### config.mk
export PLATFORM = sky130hd
export DESIGN_NAME = spi_slave_regif_flat
export DESIGN_NICKNAME = d
export VERILOG_FILES = /design/src/rtl/spi_slave_regif_pkg.sv /design/src/rtl/spi_slave_regif_if.sv /design/src/rtl/spi_slave_regif_edge_sync.sv /design/src/rtl/spi_slave_regif.sv /design/src/flat_wrapper.sv
export SDC_FILE = /design/constraint.sdc
export NUM_CORES = 1
export LEC_CHECK = 0
export ABC_CLOCK_PERIOD_IN_PS = 1700
export CELL_PAD_IN_SITES_DETAIL_PLACEMENT = 1
export CELL_PAD_IN_SITES_GLOBAL_PLACEMENT = 2
export CORE_ASPECT_RATIO = 0.9
export CORE_MARGIN = 8
export CORE_UTILIZATION = 30
export CTS_CLUSTER_DIAMETER = 100
export CTS_CLUSTER_SIZE = 25
export DETAILED_ROUTE_END_ITERATION = 6
export GPL_ROUTABILITY_DRIVEN = 0
export PLACE_DENSITY = 0.72
export SLEW_MARGIN = 40
export SYNTH_ARGS = -nofsm -noshare
export SYNTH_HDL_FRONTEND = slang
export SYNTH_HIERARCHICAL = 1
export SYNTH_SLANG_ARGS = --single-unit
### constraint.sdc
create_clock -name clk -period 1.7 [get_ports clk]
set_input_delay 0.255 -clock clk [delete_from_list [all_inputs] [get_ports clk]]
set_output_delay 0.255 -clock clk [all_outputs]
set_load 0.005 [all_outputs]
### src/rtl/spi_slave_regif_pkg.sv
// Shared definitions for the SPI slave register interface: default widths,
// command field layout, FSM state encoding and command decode helpers.
package spi_regif_pkg;

    localparam int CMD_W_DEF       = 8;
    localparam int DATA_W_DEF      = 16;
    localparam int SYNC_STAGES_DEF = 2;
    localparam int CMD_READ_BIT    = CMD_W_DEF - 1;

    typedef enum logic [2:0] {
        IDLE      = 3'd0,
        CMD_RX    = 3'd1,
        DATA_RX   = 3'd2,
        DATA_TX   = 3'd3,
        DATA_DROP = 3'd4
    } state_t;

    // Register address carried in the low bits of a command byte.
    function automatic logic [CMD_W_DEF-2:0] cmd_addr(input logic [CMD_W_DEF-1:0] cmd);
        return cmd[CMD_W_DEF-2:0];
    endfunction

    // Direction flag of a command byte: 1 = read, 0 = write.
    function automatic logic cmd_is_read(input logic [CMD_W_DEF-1:0] cmd);
        return cmd[CMD_READ_BIT];
    endfunction

endpackage

### src/rtl/spi_slave_regif_if.sv
// Register-bank side bus of the SPI slave: write/read strobes, addresses,
// data and the discarded-frame pulse.
interface spi_slave_regif_if
    import spi_regif_pkg::*;
#(
    parameter int CMD_W  = CMD_W_DEF,
    parameter int DATA_W = DATA_W_DEF
);

    logic              wr_en;
    logic [CMD_W-2:0]  wr_addr;
    logic [DATA_W-1:0] wr_data;
    logic              rd_req;
    logic [CMD_W-2:0]  rd_addr;
    logic [DATA_W-1:0] rd_data;
    logic              frame_err;

    // SPI front end: issues strobes, consumes read data
    modport master (
        output wr_en, wr_addr, wr_data, rd_req, rd_addr, frame_err,
        input  rd_data
    );

    // Register bank: consumes strobes, returns read data
    modport slave (
        input  wr_en, wr_addr, wr_data, rd_req, rd_addr, frame_err,
        output rd_data
    );

endinterface

### src/rtl/spi_slave_regif_edge_sync.sv
// Multi-flop synchronizer for one asynchronous SPI pin, with single-cycle
// rise/fall pulses derived from the synchronized level.
module spi_edge_sync #(
    parameter int   STAGES  = 2,
    parameter logic RST_VAL = 1'b0
) (
    input  logic clk,
    input  logic rst,
    input  logic din,
    output logic level,
    output logic rise,
    output logic fall
);

    logic [STAGES-1:0] chain_r;
    logic              prev_r;

    // Synchronizer chain plus one history flop for edge detection
    always_ff @(posedge clk) begin
        if (rst) begin
            chain_r <= {STAGES{RST_VAL}};
            prev_r  <= RST_VAL;
        end else begin
            chain_r <= {chain_r[STAGES-2:0], din};
            prev_r  <= chain_r[STAGES-1];
        end
    end

    assign level = chain_r[STAGES-1];
    assign rise  = chain_r[STAGES-1] & ~prev_r;
    assign fall  = ~chain_r[STAGES-1] & prev_r;

endmodule

### src/rtl/spi_slave_regif.sv
// SPI mode-0 slave that turns 8-bit command frames and 16-bit data frames
// into register-bank write strobes and read requests. SPI pins are
// oversampled in the clk domain.
module spi_slave_regif
    import spi_regif_pkg::*;
#(
    parameter int CMD_W       = CMD_W_DEF,
    parameter int DATA_W      = DATA_W_DEF,
    parameter int SYNC_STAGES = SYNC_STAGES_DEF
) (
    input  logic clk,
    input  logic rst,
    input  logic spi_scl,
    input  logic spi_sdi,
    input  logic spi_cs_cmd,
    input  logic spi_cs_data,
    output logic spi_sdo,
    spi_slave_regif_if.master bus
);

    localparam int             CNT_W    = $clog2(DATA_W + 2);
    localparam logic [CNT_W-1:0] CNT_CMD  = CNT_W'(CMD_W);
    localparam logic [CNT_W-1:0] CNT_DATA = CNT_W'(DATA_W);
    localparam logic [CNT_W-1:0] CNT_MAX  = CNT_W'(DATA_W + 1);

    // synchronized pin levels and edge pulses
    logic scl_rise_s, scl_lvl_unused, scl_fall_unused;
    logic sdi_lvl_s, sdi_rise_unused, sdi_fall_unused;
    logic cmd_lvl_s, cmd_rise_s, cmd_fall_s;
    logic data_lvl_s, data_rise_s, data_fall_s;

    // state and datapath registers
    state_t              state_r, state_nxt_s;
    logic [CNT_W-1:0]    cnt_r;
    logic [DATA_W-1:0]   rx_sr_r;
    logic [DATA_W-1:0]   tx_sr_r;
    logic [CMD_W-1:0]    cmd_r;
    logic                cmd_valid_r;
    logic                armed_r;
    logic [SYNC_STAGES-1:0] settle_r;
    logic                ld_r;

    // output registers
    logic              wr_en_r, rd_req_r, frame_err_r;
    logic [CMD_W-2:0]  wr_addr_r, rd_addr_r;
    logic [DATA_W-1:0] wr_data_r;

    // frame events and next-cycle strobe values
    logic start_cmd_s, start_data_s, start_both_s;
    logic abort_s, end_s;
    logic wr_en_d_s, rd_req_d_s, frame_err_d_s;
    logic cmd_load_s, cmd_clear_s;
    logic cmd_read_s;
    logic [CMD_W-2:0] cmd_addr_s;

    spi_edge_sync #(.STAGES(SYNC_STAGES), .RST_VAL(1'b0)) u_sync_scl (
        .clk(clk), .rst(rst), .din(spi_scl),
        .level(scl_lvl_unused), .rise(scl_rise_s), .fall(scl_fall_unused)
    );

    spi_edge_sync #(.STAGES(SYNC_STAGES), .RST_VAL(1'b0)) u_sync_sdi (
        .clk(clk), .rst(rst), .din(spi_sdi),
        .level(sdi_lvl_s), .rise(sdi_rise_unused), .fall(sdi_fall_unused)
    );

    spi_edge_sync #(.STAGES(SYNC_STAGES), .RST_VAL(1'b1)) u_sync_cs_cmd (
        .clk(clk), .rst(rst), .din(spi_cs_cmd),
        .level(cmd_lvl_s), .rise(cmd_rise_s), .fall(cmd_fall_s)
    );

    spi_edge_sync #(.STAGES(SYNC_STAGES), .RST_VAL(1'b1)) u_sync_cs_data (
        .clk(clk), .rst(rst), .din(spi_cs_data),
        .level(data_lvl_s), .rise(data_rise_s), .fall(data_fall_s)
    );

    assign cmd_read_s = cmd_r[CMD_W-1];
    assign cmd_addr_s = cmd_r[CMD_W-2:0];

    // A start needs a clean idle bus (armed); the other CS must be high.
    assign start_cmd_s  = armed_r & cmd_fall_s & data_lvl_s;
    assign start_data_s = armed_r & data_fall_s & cmd_lvl_s;
    assign start_both_s = armed_r & (cmd_fall_s | data_fall_s) & ~cmd_lvl_s & ~data_lvl_s;

    // Per-state abort (foreign CS low) and normal end (own CS rise) events
    always_comb begin
        abort_s = 1'b0;
        end_s   = 1'b0;
        case (state_r)
            CMD_RX: begin
                abort_s = ~data_lvl_s;
                end_s   = cmd_rise_s;
            end
            DATA_RX, DATA_TX, DATA_DROP: begin
                abort_s = ~cmd_lvl_s;
                end_s   = data_rise_s;
            end
            default: begin
                abort_s = 1'b0;
                end_s   = 1'b0;
            end
        endcase
    end

    // FSM state register
    always_ff @(posedge clk) begin
        if (rst) begin
            state_r <= IDLE;
        end else begin
            state_r <= state_nxt_s;
        end
    end

    // FSM next-state logic
    always_comb begin
        state_nxt_s = state_r;
        case (state_r)
            IDLE: begin
                if (start_cmd_s) begin
                    state_nxt_s = CMD_RX;
                end else if (start_data_s) begin
                    if (!cmd_valid_r) begin
                        state_nxt_s = DATA_DROP;
                    end else if (cmd_read_s) begin
                        state_nxt_s = DATA_TX;
                    end else begin
                        state_nxt_s = DATA_RX;
                    end
                end else begin
                    state_nxt_s = IDLE;
                end
            end
            CMD_RX, DATA_RX, DATA_TX, DATA_DROP: begin
                if (abort_s || end_s) begin
                    state_nxt_s = IDLE;
                end else begin
                    state_nxt_s = state_r;
                end
            end
            default: state_nxt_s = IDLE;
        endcase
    end

    // FSM output decode: next-cycle strobes and command register control
    always_comb begin
        wr_en_d_s     = 1'b0;
        rd_req_d_s    = 1'b0;
        frame_err_d_s = 1'b0;
        cmd_load_s    = 1'b0;
        cmd_clear_s   = 1'b0;
        case (state_r)
            IDLE: begin
                rd_req_d_s    = start_data_s & cmd_valid_r & cmd_read_s;
                frame_err_d_s = start_both_s;
            end
            CMD_RX: begin
                if (abort_s) begin
                    frame_err_d_s = 1'b1;
                    cmd_clear_s   = 1'b1;
                end else if (end_s) begin
                    if (cnt_r == CNT_CMD) begin
                        cmd_load_s = 1'b1;
                    end else begin
                        frame_err_d_s = 1'b1;
                        cmd_clear_s   = 1'b1;
                    end
                end else begin
                    cmd_load_s = 1'b0;
                end
            end
            DATA_RX: begin
                if (abort_s) begin
                    frame_err_d_s = 1'b1;
                end else if (end_s) begin
                    if (cnt_r == CNT_DATA) begin
                        wr_en_d_s = 1'b1;
                    end else begin
                        frame_err_d_s = 1'b1;
                    end
                end else begin
                    wr_en_d_s = 1'b0;
                end
            end
            DATA_TX: begin
                if (abort_s) begin
                    frame_err_d_s = 1'b1;
                end else if (end_s && (cnt_r != CNT_DATA)) begin
                    frame_err_d_s = 1'b1;
                end else begin
                    frame_err_d_s = 1'b0;
                end
            end
            DATA_DROP: begin
                frame_err_d_s = abort_s | end_s;
            end
            default: begin
                frame_err_d_s = 1'b0;
            end
        endcase
    end

    // Start gating: no start until the synchronizers hold real pin samples
    // and both selects have been seen high; cleared again by any abort.
    always_ff @(posedge clk) begin
        if (rst) begin
            settle_r <= '0;
            armed_r  <= 1'b0;
        end else begin
            settle_r <= {settle_r[SYNC_STAGES-2:0], 1'b1};
            if (abort_s || start_both_s) begin
                armed_r <= 1'b0;
            end else if (settle_r[SYNC_STAGES-1] && cmd_lvl_s && data_lvl_s) begin
                armed_r <= 1'b1;
            end else begin
                armed_r <= armed_r;
            end
        end
    end

    // Bit counter (saturating) and receive shift register, cleared in IDLE
    always_ff @(posedge clk) begin
        if (rst) begin
            cnt_r   <= '0;
            rx_sr_r <= '0;
        end else if (state_r == IDLE) begin
            cnt_r   <= '0;
            rx_sr_r <= '0;
        end else if (scl_rise_s) begin
            cnt_r   <= (cnt_r == CNT_MAX) ? cnt_r : cnt_r + {{(CNT_W-1){1'b0}}, 1'b1};
            rx_sr_r <= {rx_sr_r[DATA_W-2:0], sdi_lvl_s};
        end else begin
            cnt_r   <= cnt_r;
            rx_sr_r <= rx_sr_r;
        end
    end

    // Command register; survives data frames so repeated data frames reuse it
    always_ff @(posedge clk) begin
        if (rst) begin
            cmd_r       <= '0;
            cmd_valid_r <= 1'b0;
        end else if (cmd_load_s) begin
            cmd_r       <= rx_sr_r[CMD_W-1:0];
            cmd_valid_r <= 1'b1;
        end else if (cmd_clear_s) begin
            cmd_r       <= cmd_r;
            cmd_valid_r <= 1'b0;
        end else begin
            cmd_r       <= cmd_r;
            cmd_valid_r <= cmd_valid_r;
        end
    end

    // Transmit shift register: loaded the cycle after rd_data is valid,
    // shifted after each SCL rise; zero outside DATA_TX so sdo idles low
    always_ff @(posedge clk) begin
        if (rst) begin
            ld_r    <= 1'b0;
            tx_sr_r <= '0;
        end else begin
            ld_r <= rd_req_r;
            if (state_nxt_s != DATA_TX) begin
                tx_sr_r <= '0;
            end else if (ld_r) begin
                tx_sr_r <= bus.rd_data;
            end else if (scl_rise_s) begin
                tx_sr_r <= {tx_sr_r[DATA_W-2:0], 1'b0};
            end else begin
                tx_sr_r <= tx_sr_r;
            end
        end
    end

    // Registered register-bank strobes with their address/data qualifiers
    always_ff @(posedge clk) begin
        if (rst) begin
            wr_en_r     <= 1'b0;
            wr_addr_r   <= '0;
            wr_data_r   <= '0;
            rd_req_r    <= 1'b0;
            rd_addr_r   <= '0;
            frame_err_r <= 1'b0;
        end else begin
            wr_en_r     <= wr_en_d_s;
            rd_req_r    <= rd_req_d_s;
            frame_err_r <= frame_err_d_s;
            if (wr_en_d_s) begin
                wr_addr_r <= cmd_addr_s;
                wr_data_r <= rx_sr_r;
            end else begin
                wr_addr_r <= wr_addr_r;
                wr_data_r <= wr_data_r;
            end
            if (rd_req_d_s) begin
                rd_addr_r <= cmd_addr_s;
            end else begin
                rd_addr_r <= rd_addr_r;
            end
        end
    end

    assign spi_sdo       = tx_sr_r[DATA_W-1];
    assign bus.wr_en     = wr_en_r;
    assign bus.wr_addr   = wr_addr_r;
    assign bus.wr_data   = wr_data_r;
    assign bus.rd_req    = rd_req_r;
    assign bus.rd_addr   = rd_addr_r;
    assign bus.frame_err = frame_err_r;

endmodule

### src/flat_wrapper.sv
// flat-port wrapper written by rule: the top's interface ports become plain ports
module spi_slave_regif_flat import spi_regif_pkg::*;
#(
    parameter int CMD_W       = CMD_W_DEF,
    parameter int DATA_W      = DATA_W_DEF,
    parameter int SYNC_STAGES = SYNC_STAGES_DEF
)
  (clk, rst, spi_scl, spi_sdi, spi_cs_cmd, spi_cs_data, spi_sdo, bus_wr_en, bus_wr_addr, bus_wr_data, bus_rd_req, bus_rd_addr, bus_frame_err, bus_rd_data);
  spi_slave_regif_if #(.CMD_W(CMD_W), .DATA_W(DATA_W)) bus_i ();
  input  logic clk;
  input  logic rst;
  input  logic spi_scl;
  input  logic spi_sdi;
  input  logic spi_cs_cmd;
  input  logic spi_cs_data;
  output logic spi_sdo;
  output wire logic [$bits(bus_i.wr_en)-1:0] bus_wr_en;
  output wire logic [$bits(bus_i.wr_addr)-1:0] bus_wr_addr;
  output wire logic [$bits(bus_i.wr_data)-1:0] bus_wr_data;
  output wire logic [$bits(bus_i.rd_req)-1:0] bus_rd_req;
  output wire logic [$bits(bus_i.rd_addr)-1:0] bus_rd_addr;
  output wire logic [$bits(bus_i.frame_err)-1:0] bus_frame_err;
  input wire logic [$bits(bus_i.rd_data)-1:0] bus_rd_data;
  assign bus_wr_en = bus_i.wr_en;
  assign bus_wr_addr = bus_i.wr_addr;
  assign bus_wr_data = bus_i.wr_data;
  assign bus_rd_req = bus_i.rd_req;
  assign bus_rd_addr = bus_i.rd_addr;
  assign bus_frame_err = bus_i.frame_err;
  assign bus_i.rd_data = bus_rd_data;
  spi_slave_regif #(.CMD_W(CMD_W), .DATA_W(DATA_W), .SYNC_STAGES(SYNC_STAGES)) u_core (.clk(clk), .rst(rst), .spi_scl(spi_scl), .spi_sdi(spi_sdi), .spi_cs_cmd(spi_cs_cmd), .spi_cs_data(spi_cs_data), .spi_sdo(spi_sdo), .bus(bus_i));
endmodule
==> results of run 1 <==
placed cells by master, fill, tap and decap left out, types with 2 or more instances in the layout:
cell type and n:
dfxtp_1 94, clkdlybuf4s50_1 54, nor2_1 53, nand2_1 50, a21oi_1 47, mux2i_1 38, buf_4 25, nand3_1 14
nor2_2 11, nor2b_1 10, clkbuf_16 9, inv_1 7, or2_1 6, o21ai_1 5, o21ai_0 5, buf_12 5
nand4_1 4, a21oi_2 3, a31oi_1 3, xor2_1 3, dfxtp_2 3, clkinvlp_4 2, buf_2 2, nor4b_1 2
nor3b_1 2, nand4bb_1 2, and3_1 2, and2_1 2, ha_1 2, buf_6 2
power by group through the flow:
stage	sequential, W	clock (W)	combinational [W]
floorplan	0.00235	0	0.0000764
global placement	0.00235	0	0.000157
detailed placement	0.00235	0	0.000159
CTS	0.00230	0.00213	0.000160
global route	0.00230	0.00222	0.000177
finish	0.00230	0.00205	0.000163
repair_timing:
item,in CTS,in global routing
pin swaps,1,7
setup endpoints to repair,27,35
setup buffers,0,3
gates cloned,0,1
gates resized for setup,6,20
critical path, stage by stage (launching register included):
cell      delay [ns]
dfxtp_2         0.33
and2b_1         0.20
nand4_1         0.16
nor4b_4         0.34
buf_4           0.19
o311ai_4        0.11
buf_12          0.18
nor2_2          0.10
metal layers:
layer	up-vias	GRT usage [%]	routed length [um]
met1	1475	14.1	4450
met5	-	0	0
met2	42	19.8	4630
li1	1565	-	-
met4	0	4.16	151
met3	13	4.26	383
sequential cells by signal (all words and copies together), names as in the netlist, 2 cells and up:
name / flops
u_core/tx_sr_r: 16
u_core/settle_r: 2
u_core/state_r: 3
u_core/rx_sr_r: 16
u_core/u_sync_cs_data/chain_r: 2
u_core/bus.wr_addr: 7
u_core/cnt_r: 5
u_core/cmd_r: 8
u_core/bus.rd_addr: 7
u_core/bus.wr_data: 16
u_core/u_sync_cs_cmd/chain_r: 2
u_core/u_sync_scl/chain_r: 2
u_core/u_sync_sdi/chain_r: 2
worst paths after layout:
path | end | slack, ns
setup / recovery | u_core/tx_sr_r[15] | 0.03
hold / removal | u_core/ld_r | 0.28
setup reg to reg | u_core/tx_sr_r[15] | 0.03
hold reg to reg | u_core/u_sync_cs_cmd/chain_r[1] | 0.40
area by class of cell:
type,count,area [um2],area share (%)
Clock buffer,9,225,4.35
Clock inverter,7,78.8,1.52
Tap cell,164,205,3.96
Sequential cell,97,1950,37.6
Timing Repair Buffer,88,861,16.6
Multi-Input combinational cell,291,1840,35.4
Inverter,8,30.0,0.580
metrics by stage:
stage | power (W) | std cells | cell area (um2)
3_5_place_dp | 0.00251 | 644 | 4770
3_3_place_gp | 0.00251 | 644 | 4770
6_report | 0.00450 | 664 | 5180
2_1_floorplan | 0.00242 | 421 | 3850
5_1_grt | 0.00470 | 664 | 5180
4_1_cts | 0.00459 | 660 | 5100
==> results.py, run 1 <==
metrics = {
    "pwr": {
        "p_int_w": 0.00353,
        "power_frac_comb_pct": 3.6,
        "switchingPower_w": 0.000975,
        "leakage_nw": 1.76,
        "swShare_pct": 21.6,
        "p_seq_share_pct": 51.0,
        "clkPwrFrac_pct": 45.4,
        "p_per_area_nw_per_um2": 869,
        "ir_worst_vdd_mv": 0.470,
    },
    "drt": {
        "postRouteAntennaNets": 0,
        "routed_via_density": 4.66,
        "vias": 3095,
        "dr.pass1.iters": 4,
        "dr.first_iter.drc_count": 115,
        "wl_per_cell_um": 14.5,
        "routed_wl_um": 9620,
        "drcViolationCount": 0,
    },
    "placed_design": {
        "numPortBuffers": 55,
        "preCtsSetupSlack_ns": -0.0365,
        "dp_hpwl_um": 6660,
    },
    "setup_path": {
        "cp_data_required_time_ns": 1.98,
        "reg2reg_depth": 7,
        "crit_arrival_ns": 1.95,
        "worstSetupStartpoint": "u_core/u_sync_cs_data/chain_r[1]",
        "path_class": "reg2reg",
        "crit_fanout": 16,
        "cp-end-kind": "register",
        "r2r_start": "u_core/u_sync_cs_data/chain_r[1]",
        "crit_path_start_kind": "register",
    },
    "sta": {
        "hold_viol_final": 0,
        "final.setup.worst_slack_ns": 0.0316,
        "fin_skew_ns": 0.00683,
        "hold_ws_ns": 0.276,
        "fin_crit_ns": 1.67,
        "slew_violations": 0,
        "fmax_mhz": 599,
        "setup_viol": 0,
        "rsz0062_at_grt": "true",
        "relSlewSlack_pct": 78.7,
        "fin_crit_sh_pct": 98.1,
        "tightest_slew_ns": 0.316,
        "fin_tns_setup_ns": 0,
    },
    "layout": {
        "finish.utilization_pct": 41.2,
        "diodes": 0,
        "syn_to_final_growth_pct": 34.7,
        "fillers": 1441,
        "nets": 520,
        "drive_gt1_share_pct": 17.0,
    },
    "clocking": {
        "cts.sinks": 97,
        "clk_latency_ns": 0.34,
        "clock_path_buffers": 2,
        "cts_max_level": 3,
        "cts_tree": "built",
        "cts_buffers": 9,
        "cts_root_buf": "clkbuf_16",
        "clkSlewWorstSetupHoldPaths_ns": 0.07,
        "cts_hold_buf": 0,
    },
    "global_routing": {
        "grt_overflow": 0,
        "grt_usage_pct": 12.0,
        "antenna_found_initial": 0,
        "grt_pass1_wl_um": 15800,
        "grt_pass1_vias": 3244,
        "grt_max_degree": 43,
    },
    "synth": {
        "synthesis.nets": 446,
        "ys_warn_count": 6,
        "syn_inst": 421,
        "synth_area_per_cell_um2": 9.14,
        "synthesis.area_um2": 3850,
    },
    "outcome": {
        "outcome": "finished clean",
    },
    "job": {
        "drv_cap": 0,
    },
    "min_path": {
        "hp-start": "rst",
        "holdPathStages": 2,
        "hp-class": "in2reg",
    },
    "floorplanning": {
        "ios": 56,
        "coreArea_um2": 12600,
        "num_rows": 39,
        "dieWidth_um": 135,
        "die_y_um": 123,
        "start_util_pct": 30.6,
        "dieArea_um2": 16700,
    },
}
No activity file was read; power rests on OpenSTA's default activity.
==> run 2: changes to the inputs <==
--- a/config.mk
+++ b/config.mk
@@ -12,3 +12,3 @@
 export CORE_MARGIN = 8
-export CORE_UTILIZATION = 30
+export CORE_UTILIZATION = 34
 export CTS_CLUSTER_DIAMETER = 100
@@ -16,4 +16,5 @@
 export DETAILED_ROUTE_END_ITERATION = 6
+export DONT_BUFFER_PORTS = 1
 export GPL_ROUTABILITY_DRIVEN = 0
-export PLACE_DENSITY = 0.72
+export PLACE_DENSITY = 0.7
 export SLEW_MARGIN = 40
==> constraint.sdc (replaced) <==
create_clock -name clk -period 1.7 [get_ports clk]
set_input_delay 0.34 -clock clk [delete_from_list [all_inputs] [get_ports clk]]
set_output_delay 0.34 -clock clk [all_outputs]
set_load 0.005 [all_outputs]
==> results.py, run 2 (synthesis results as in run 1) <==
metrics = {
    "outcome": {
        "outcome": "finished, violations left",
        "failed_checks": "setup timing",
    },
    "sta": {
        "hold_viol_final": 0,
        "slew_violations": 0,
        "setup_viol": 8,
        "fin_crit_ns": 1.72,
        "fmax_mhz": 583,
        "tightest_slew_ns": 0.455,
        "final.setup.worst_slack_ns": -0.0166,
        "relSlewSlack_pct": 69.6,
        "fin_crit_sh_pct": 101,
        "hold_ws_ns": 0.0670,
        "fin_skew_ns": 0.00842,
        "rsz0062_at_grt": "true",
    },
    "clocking": {
        "cts_max_level": 3,
        "clock_path_buffers": 2,
        "cts_hold_buf": 0,
        "cts_buffers": 9,
        "cts.sinks": 97,
        "clkSlewWorstSetupHoldPaths_ns": 0.07,
        "clk_latency_ns": 0.35,
        "cts_tree": "built",
        "cts_root_buf": "clkbuf_16",
    },
    "floorplanning": {
        "ios": 56,
        "start_util_pct": 34.2,
        "num_rows": 37,
        "dieWidth_um": 128,
        "die_y_um": 117,
        "coreArea_um2": 11200,
        "dieArea_um2": 15000,
    },
    "layout": {
        "layout.cells.non_filler": 613,
        "syn_to_final_growth_pct": 24.1,
        "drive_gt1_share_pct": 22.8,
        "final_common_cell": "dfxtp_1",
        "ff_latch_area_um2": 1950,
        "diodes": 0,
        "nets": 477,
        "final_cell_mix": "92 x dfxtp_1, 50 x nand2_1, 50 x nor2_1",
        "multi_input_area_um2": 1900,
        "fillers": 1292,
    },
    "drt": {
        "routed_via_density": 4.80,
        "vias": 2940,
        "postRouteAntennaNets": 0,
        "routed_wl_um": 9530,
        "dr.pass1.iters": 4,
        "wl_per_cell_um": 15.5,
        "dr.first_iter.drc_count": 177,
        "drcViolationCount": 0,
    },
    "placed_design": {
        "numPortBuffers": 0,
        "place_inst": 587,
        "dp_hpwl_um": 6370,
    },
    "setup_path": {
        "cp-end-kind": "register",
        "crit_fanout": 5,
        "reg2reg_depth": 6,
        "crit_path_top_delay_cell": "or3_4",
        "crit_arrival_ns": 2.01,
        "cp_data_required_time_ns": 1.99,
        "path_class": "reg2reg",
        "slowest_delay_ns": 0.41,
        "path_cells": "buf_4, or3_4, o31ai_4, o311ai_4, buf_6, nor2_2",
        "crit_path_start_kind": "register",
    },
    "min_path": {
        "hp-class": "in2reg",
        "holdPathStages": 1,
    },
    "pwr": {
        "leakage_nw": 1.62,
        "p_per_area_nw_per_um2": 898,
        "ir_worst_vdd_mv": 0.378,
    },
    "job": {
        "drv_cap": 0,
    },
    "global_routing": {
        "grt_pass1_vias": 3033,
        "grt_overflow": 0,
        "antenna_found_initial": 0,
        "grt_max_degree": 58,
        "grt_usage_pct": 13.3,
        "grt_pass1_wl_um": 15400,
    },
}
==> run 2: changes by cell type in the layout (fill, tap and decap cells not counted), moves of 3 or more <==
cell,before,now
buf_4,25,32
buf_6,2,9
clkdlybuf4s50_1,54,0
nand3_1,14,10
nand3_2,0,4
nor2_1,53,50
nor2_4,1,6
o21ai_0,5,8
o21ai_1,5,2
==> run 2: per-stage QoR <==
step	instance area (um2)	power, W	util (%)	worst slack (ns)	setup TNS (ns)
2_1_floorplan	3850	0.00242	-	0.00440	0
3_3_place_gp	4230	0.00244	37.6	-0.241	-3.53
3_5_place_dp	4240	0.00244	37.7	-0.143	-2.02
4_1_cts	4600	0.00437	40.9	-0.0161	-0.0500
5_1_grt	4770	0.00445	42.4	-0.0798	-1.03
6_report	4770	0.00429	42.4	-0.0166	-0.0654
==> run 2: worst paths after layout <==
kind / start / endpoint / slack, ns
worst max-delay path: u_core/state_r[2] / u_core/tx_sr_r[12] / -0.02
worst min-delay path: rst / u_core/ld_r / 0.07
worst max register to register: u_core/state_r[2] / u_core/tx_sr_r[12] / -0.02
worst min register to register: u_core/u_sync_cs_cmd/chain_r[0] / u_core/u_sync_cs_cmd/chain_r[1] / 0.41
==> run 2: power breakdown <==
group          internal [W]  switching (W)  total [W]
combinational     0.0000489      0.0000492  0.0000981
sequential          0.00228     0.00000783    0.00229
clock              0.000997       0.000899    0.00190
==> run 2: critical path: cells and delay by family (launching register included) <==
family,cells,cell delay (ns)
compound gates,2,0.50
simple gates,2,0.48
flops,1,0.35
buf+inv,2,0.33
==> run 2: repair_timing <==
item,4_1_cts,5_1_grt
endpoints found under the setup margin,27,33
cloned,1,1
setup buffers,2,6
resized for setup,14,34
pin swaps,18,14
==> run 2: area by class of cell <==
type                            instances  share of cell area [%]
Sequential cell                        97                    40.9
Multi-Input combinational cell        291                    39.8
Timing Repair Buffer                   45                    8.83
Clock buffer                           10                    4.80
Tap cell                              156                    4.09
Clock inverter                          6                   0.917
Inverter                                8                   0.629
==> run 2: layer usage <==
layer	track usage (%)	vias to the layer above	wire length, um
met3	4.85	10	454
met5	0	-	0
met1	15.9	1414	4430
met2	21.2	33	4490
li1	-	1483	-
met4	5.70	0	156
